### config.mk
export PLATFORM = sky130hd
export DESIGN_NAME = dds_sweep_ctrl
export DESIGN_NICKNAME = d
export VERILOG_FILES = /design/src/rtl/dds_sweep_ctrl.sv
export SDC_FILE = /design/constraint.sdc
export NUM_CORES = 1
export LEC_CHECK = 0
export ABC_AREA = 1
export ABC_CLOCK_PERIOD_IN_PS = 2500
export BUFFER_PORTS_ARGS = -buffer_cell sky130_fd_sc_hd__buf_2
export CAP_MARGIN = 10
export CORE_ASPECT_RATIO = 1.5
export CORE_MARGIN = 2
export CORE_UTILIZATION = 58
export CTS_CLUSTER_DIAMETER = 200
export DETAILED_ROUTE_END_ITERATION = 8
export GPL_TIMING_DRIVEN = 0
export PLACE_DENSITY = 0.82
export SLEW_MARGIN = 20
export SYNTH_ARGS = -nofsm -noshare
export SYNTH_HDL_FRONTEND = slang
export SYNTH_SLANG_ARGS = --single-unit
### constraint.sdc
create_clock -name clock -period 2.5 [get_ports clock]
set_input_delay 0.125 -clock clock [delete_from_list [all_inputs] [get_ports clock]]
set_output_delay 0.125 -clock clock [all_outputs]
set_load 0.005 [all_outputs]
### src/rtl/dds_sweep_ctrl.sv
// DDS frequency-sweep controller: steps a tuning word from a start value by a fixed increment with a per-word dwell.
// Optional macro DDS_SWEEP_PINGPONG_EN: after the last increment the sweep reverses back to the start word.
module dds_sweep_ctrl #(
    parameter int FTW_W   = 32,
    parameter int CNT_W   = 16,
    parameter int DWELL_W = 16
) (
    input  logic               clock,
    input  logic               reset,
    input  logic               cmd_valid,
    output logic               cmd_ready,
    input  logic [FTW_W-1:0]   cmd_ftw_start,
    input  logic [FTW_W-1:0]   cmd_ftw_step,
    input  logic [CNT_W-1:0]   cmd_steps,
    input  logic [DWELL_W-1:0] cmd_dwell,
    input  logic               cmd_mode,
    input  logic               abort,
    output logic [FTW_W-1:0]   ftw,
    output logic               ftw_valid,
    output logic               mode,
    output logic               phase_clr,
    output logic               busy,
    output logic               done
);

    typedef enum logic [1:0] {
        IDLE  = 2'd0,
        LOAD  = 2'd1,
        DWELL = 2'd2,
        DONE  = 2'd3
    } state_t;

    localparam logic [DWELL_W-1:0] DW_ZERO  = {DWELL_W{1'b0}};
    localparam logic [DWELL_W-1:0] DW_ONE   = {{(DWELL_W-1){1'b0}}, 1'b1};
    localparam logic [CNT_W-1:0]   CNT_ZERO = {CNT_W{1'b0}};
    localparam logic [CNT_W-1:0]   CNT_ONE  = {{(CNT_W-1){1'b0}}, 1'b1};

    state_t             state_r, state_s;
    logic [FTW_W-1:0]   ftw_r, ftw_s;
    logic [FTW_W-1:0]   step_r, step_s;
    logic [CNT_W-1:0]   remaining_r, remaining_s;
    logic [DWELL_W-1:0] dwell_len_r, dwell_len_s;   // dwell length minus one
    logic [DWELL_W-1:0] dwell_cnt_r, dwell_cnt_s;   // cycles left for the current word
    logic               mode_r, mode_s;
    logic               ftw_valid_r, ftw_valid_s;
    logic               phase_clr_r, phase_clr_s;
    logic               busy_r, done_r;
`ifdef DDS_SWEEP_PINGPONG_EN
    logic               dir_r, dir_s;
    logic [CNT_W-1:0]   steps_r, steps_s;
`endif

    // Ready only in IDLE, and never while reset is held.
    assign cmd_ready = (state_r == IDLE) && !reset;

    // Next-state and next-value logic for the sweep sequencer.
    always_comb begin
        state_s     = state_r;
        ftw_s       = ftw_r;
        step_s      = step_r;
        remaining_s = remaining_r;
        dwell_len_s = dwell_len_r;
        dwell_cnt_s = dwell_cnt_r;
        mode_s      = mode_r;
        ftw_valid_s = 1'b0;
        phase_clr_s = 1'b0;
`ifdef DDS_SWEEP_PINGPONG_EN
        dir_s       = dir_r;
        steps_s     = steps_r;
`endif
        case (state_r)
            IDLE: begin
                if (cmd_valid) begin
                    state_s     = LOAD;
                    ftw_s       = cmd_ftw_start;
                    step_s      = cmd_ftw_step;
                    remaining_s = cmd_steps;
                    dwell_len_s = (cmd_dwell == DW_ZERO) ? DW_ZERO : (cmd_dwell - DW_ONE);
                    dwell_cnt_s = dwell_len_s;
                    mode_s      = cmd_mode;
                    ftw_valid_s = 1'b1;
                    phase_clr_s = 1'b1;
`ifdef DDS_SWEEP_PINGPONG_EN
                    dir_s       = 1'b0;
                    steps_s     = cmd_steps;
`endif
                end else begin
                    state_s = IDLE;
                end
            end
            // Dwell expiry is evaluated in LOAD too so a one-cycle dwell advances straight away.
            LOAD, DWELL: begin
                if (abort) begin
                    state_s = DONE;
                end else if (dwell_cnt_r != DW_ZERO) begin
                    dwell_cnt_s = dwell_cnt_r - DW_ONE;
                    state_s     = DWELL;
                end else if (remaining_r != CNT_ZERO) begin
`ifdef DDS_SWEEP_PINGPONG_EN
                    ftw_s       = dir_r ? (ftw_r - step_r) : (ftw_r + step_r);
`else
                    ftw_s       = ftw_r + step_r;
`endif
                    remaining_s = remaining_r - CNT_ONE;
                    dwell_cnt_s = dwell_len_r;
                    ftw_valid_s = 1'b1;
                    state_s     = DWELL;
`ifdef DDS_SWEEP_PINGPONG_EN
                end else if (!dir_r && (steps_r != CNT_ZERO)) begin
                    dir_s       = 1'b1;
                    ftw_s       = ftw_r - step_r;
                    remaining_s = steps_r - CNT_ONE;
                    dwell_cnt_s = dwell_len_r;
                    ftw_valid_s = 1'b1;
                    state_s     = DWELL;
`endif
                end else begin
                    state_s = DONE;
                end
            end
            DONE: begin
                state_s = IDLE;
            end
            default: begin
                state_s = IDLE;
            end
        endcase
    end

    // State and output registers; status flags are registered from the next state.
    always_ff @(posedge clock) begin
        if (reset) begin
            state_r     <= IDLE;
            ftw_r       <= {FTW_W{1'b0}};
            step_r      <= {FTW_W{1'b0}};
            remaining_r <= CNT_ZERO;
            dwell_len_r <= DW_ZERO;
            dwell_cnt_r <= DW_ZERO;
            mode_r      <= 1'b0;
            ftw_valid_r <= 1'b0;
            phase_clr_r <= 1'b0;
            busy_r      <= 1'b0;
            done_r      <= 1'b0;
        end else begin
            state_r     <= state_s;
            ftw_r       <= ftw_s;
            step_r      <= step_s;
            remaining_r <= remaining_s;
            dwell_len_r <= dwell_len_s;
            dwell_cnt_r <= dwell_cnt_s;
            mode_r      <= mode_s;
            ftw_valid_r <= ftw_valid_s;
            phase_clr_r <= phase_clr_s;
            busy_r      <= (state_s == LOAD) || (state_s == DWELL);
            done_r      <= (state_s == DONE);
        end
    end

`ifdef DDS_SWEEP_PINGPONG_EN
    // Direction and step-count registers for the return leg.
    always_ff @(posedge clock) begin
        if (reset) begin
            dir_r   <= 1'b0;
            steps_r <= CNT_ZERO;
        end else begin
            dir_r   <= dir_s;
            steps_r <= steps_s;
        end
    end
`endif

    assign ftw       = ftw_r;
    assign ftw_valid = ftw_valid_r;
    assign mode      = mode_r;
    assign phase_clr = phase_clr_r;
    assign busy      = busy_r;
    assign done      = done_r;

endmodule

==> flow_summary_export.csv <==
group,metric,value,unit
cts,cts_setup_buffers,0,
status,violations,"hold timing",
sta,slew_violations,0,
synth,synth.avg_cell_area,6.03,sq um
layout,final_common_cell,"nand2_1",
pwr,leakagePower,5.31,nW
synth,postSynthCellCount,1393,
cts,clk_pin_slew,0.06,ns
placement,hpwl,22.4,mm
worst_setup_path,rrSetupSlack,0.06,ns
drt,drtPass1Iterations,5,
synth,ys_seq_area_frac,0.284,
sta,tightestPinTransition,0.797,ns
worst_setup_path,path_cells,"inv_1 > ha_1 > buf_2 > buf_2 > inv_2 > clkbuf_1 > a21oi_1 > nor3_1 > nor2_1",
cts,cts_buffers,17,
job,drv_cap,0,
drt,via_per_inst,5.50,
sta,finalCritPeriodShare,0.977,
sta,fin_tns_setup,0,ns
floorplan,ios,139,
floorplan,start_util,0.597,
synth,synth_area,8390,sq um
layout,diodes,0,
grt,track_usage,0.392,
worst_setup_path,path_class,"reg2reg",
worst_setup_path,cp-end-kind,"flip-flop",
placement,gp_congestion,1.00,
placement,postPlaceCellArea,9320,sq um
drt,ant_nets,0,
pwr,pwr_density_cell,1210,nW/um^2
layout,drive_gt1_frac,0.127,
worst_setup_path,arrival,2.75,ns
drt,wirelength,29.9,mm
cts,clock_sinks,119,
floorplan,die_h,151,um
layout,fin_area,10400,sq um
synth,yosys_register_bits,119,
drt,vias,9876,
cts,htree_levels,4,
worst_setup_path,critical_path.most_common_cell,"buf_2",
worst_setup_path,cp_max_fo,10,
sta,rsz0062_at_grt,"no",
placement,port-buffer-count,137,
sta,whs,-0.00472,ns
sta,fmax,409,MHz
layout,final_nets,1733,
layout,fin_util,0.737,
sta,setup_viol,0,
min_path,hp-class,"in2reg",
min_path,holdPathStages,3,
sta,max-slew-margin-rel,0.469,
sta,layout_min_cycle_time,2.44,ns
worst_setup_path,start_kind,"flip-flop",
grt,grt_max_degree,17,
worst_setup_path,critPathBufInv,5,
floorplan,core_area,14100,sq um
floorplan,die_width,102,um
worst_setup_path,worstReg2RegEnd,"dwell_cnt_r[3]",
synth,yosys_warnings,0,
cts,clockBufferDepth,2,
grt,antenna_found_initial,0,
synth,syn_nets,1534,
worst_setup_path,worst_path_max_delay_cell,"nor3_1",
pwr,vdd_drop_max,0.788,mV
worst_setup_path,critical-path-top-delay-family,"buffers and inverters",
layout,area_growth,23.4,%
grt,grt-ovfl-total,0,
status,run_status,"finished with violations",
synth,ys_types,41,
worst_setup_path,worstReg2RegStart,"state_r[0]",
floorplan,num_rows,53,
grt,grt_pass1_vias,9534,
drt,avgRoutedWirePerCell,16.6,um
cts,clock_latency,0.43,ns
sta,hold_viol_final,2,
cts,cts_root_buf,"clkbuf_16",
min_path,worstHoldStart,"cmd_ftw_start[23]",
min_path,holdPathEnd,"ftw[23]",
worst_setup_path,cp_slowest_stage_delay,0.45,ns
drt,drtIter0Drc,608,
sta,fin_skew,0.00758,ns
worst_setup_path,reg2reg_depth,9,
cts,tritoncts,"done",
worst_setup_path,cp.required,2.81,ns
drt,drcViolationCount,0,
floorplan,die_area,15500,sq um
grt,grt_pass1_wl,45.8,mm
layout,most-common-layout-cells,"nand2_1 (358), nor2_1 (251), inv_1 (155)",
==> state kept, by name (all words and copies together) (netlist names) <==
name and count:
dwell_len_r 16, mode 1, done 1, remaining_r 16, busy 1, step_r 32, state_r 2, dwell_cnt_r 16
phase_clr 1, ftw_valid 1, ftw 32
==> synth_stat cells, drive strengths merged <==
cell | instances | area share
fa | 1 | 0.0024
nand2 | 360 | 0.16
a21o | 1 | 0.00089
nand4 | 10 | 0.0092
nor3b | 3 | 0.0027
o22ai | 3 | 0.0022
nor3 | 15 | 0.0089
xor2 | 17 | 0.018
nor2 | 258 | 0.12
a31oi | 2 | 0.0015
clkinv | 1 | 0.00045
o21ai | 117 | 0.070
a21oi | 101 | 0.060
nand3 | 86 | 0.054
o211ai | 5 | 0.0045
clkbuf | 32 | 0.014
nor4 | 2 | 0.0015
and2 | 4 | 0.0030
a211oi | 2 | 0.0018
a21boi | 4 | 0.0036
inv | 158 | 0.071
dfxtp | 119 | 0.28
and3 | 1 | 0.00075
xnor2 | 10 | 0.010
nand3b | 11 | 0.0098
o21a | 2 | 0.0018
ha | 39 | 0.058
o21bai | 4 | 0.0049
buf | 17 | 0.013
or2 | 8 | 0.0060
==> power by group <==
group	total [mW]	switching (mW)	internal, mW
combinational	6.93	4.59	2.35
clock	2.60	0.923	1.68
sequential	3.04	0.529	2.51
==> kinds of logic after synthesis <==
| logic type | count (synthesis) | share of synthesized area |
|---|---|---|
| fa+ha+maj | 40 | 0.0605 |
| simple gates | 758 | 0.378 |
| flops | 119 | 0.284 |
| buf+inv | 208 | 0.0981 |
| xor+xnor | 27 | 0.0282 |
| compound gates | 241 | 0.151 |
==> worst reg2reg max path, stage by stage, from the launching register on <==
cell	delay, ns
dfxtp_1	0.34
inv_1	0.05
ha_1	0.31
buf_2	0.20
buf_2	0.19
inv_2	0.16
clkbuf_1	0.44
a21oi_1	0.08
nor3_1	0.45
nor2_1	0.09
==> per-layer routing <==
layer / track usage / wire length (um)
met1: 0.391 / 10500
met2: 0.708 / 15300
met5: 0 / 0
met3: 0.0641 / 1660
met4: 0.303 / 2420
==> worst max path at each step <==
| stage | from | to | slack [ns] | cells past startpoint |
|---|---|---|---|---|
| 2_1_floorplan | ftw[0] | ftw[12] | 0.53 | 11 |
| 3_3_place_gp | state_r[1] | dwell_cnt_r[3] | 0.16 | 8 |
| 5_1_grt | ftw[0] | ftw[12] | 0.001 | 11 |
| 3_5_place_dp | state_r[0] | dwell_cnt_r[3] | 0.15 | 8 |
| 4_1_cts | state_r[0] | dwell_cnt_r[3] | 0.14 | 8 |
| 6_report | state_r[0] | dwell_cnt_r[3] | 0.06 | 9 |
==> metrics by stage <==
step	std cells	hold slack (ns)	power, mW	setup WS (ns)
5_1_grt	1795	0.0159	13.4	0.00110
3_3_place_gp	1722	0.375	9.64	0.160
4_1_cts	1795	0.000384	12.4	0.145
3_5_place_dp	1722	0.381	9.75	0.154
2_1_floorplan	1393	0.292	7.64	0.531
6_report	1795	-0.00472	12.6	0.0575
==> layout make-up <==
cell class	count	area (sq um)
inverters	159	599
plain buffers	49	228
clock buffers	21	450
fillers	1264	3700
clock inverters	9	151
well taps	192	240
repair buffers	180	1120
multi-input cells	1066	5190
flip-flops and latches	119	2380
==> what timing repair did <==
action | 4_1_cts | 5_1_grt
resized for setup | 0 | 4
endpoints found under the hold margin | 43 | 0
hold buffers | 43 | 0
endpoints found under the setup margin | 0 | 5
Power figures use the tool's default switching activity.
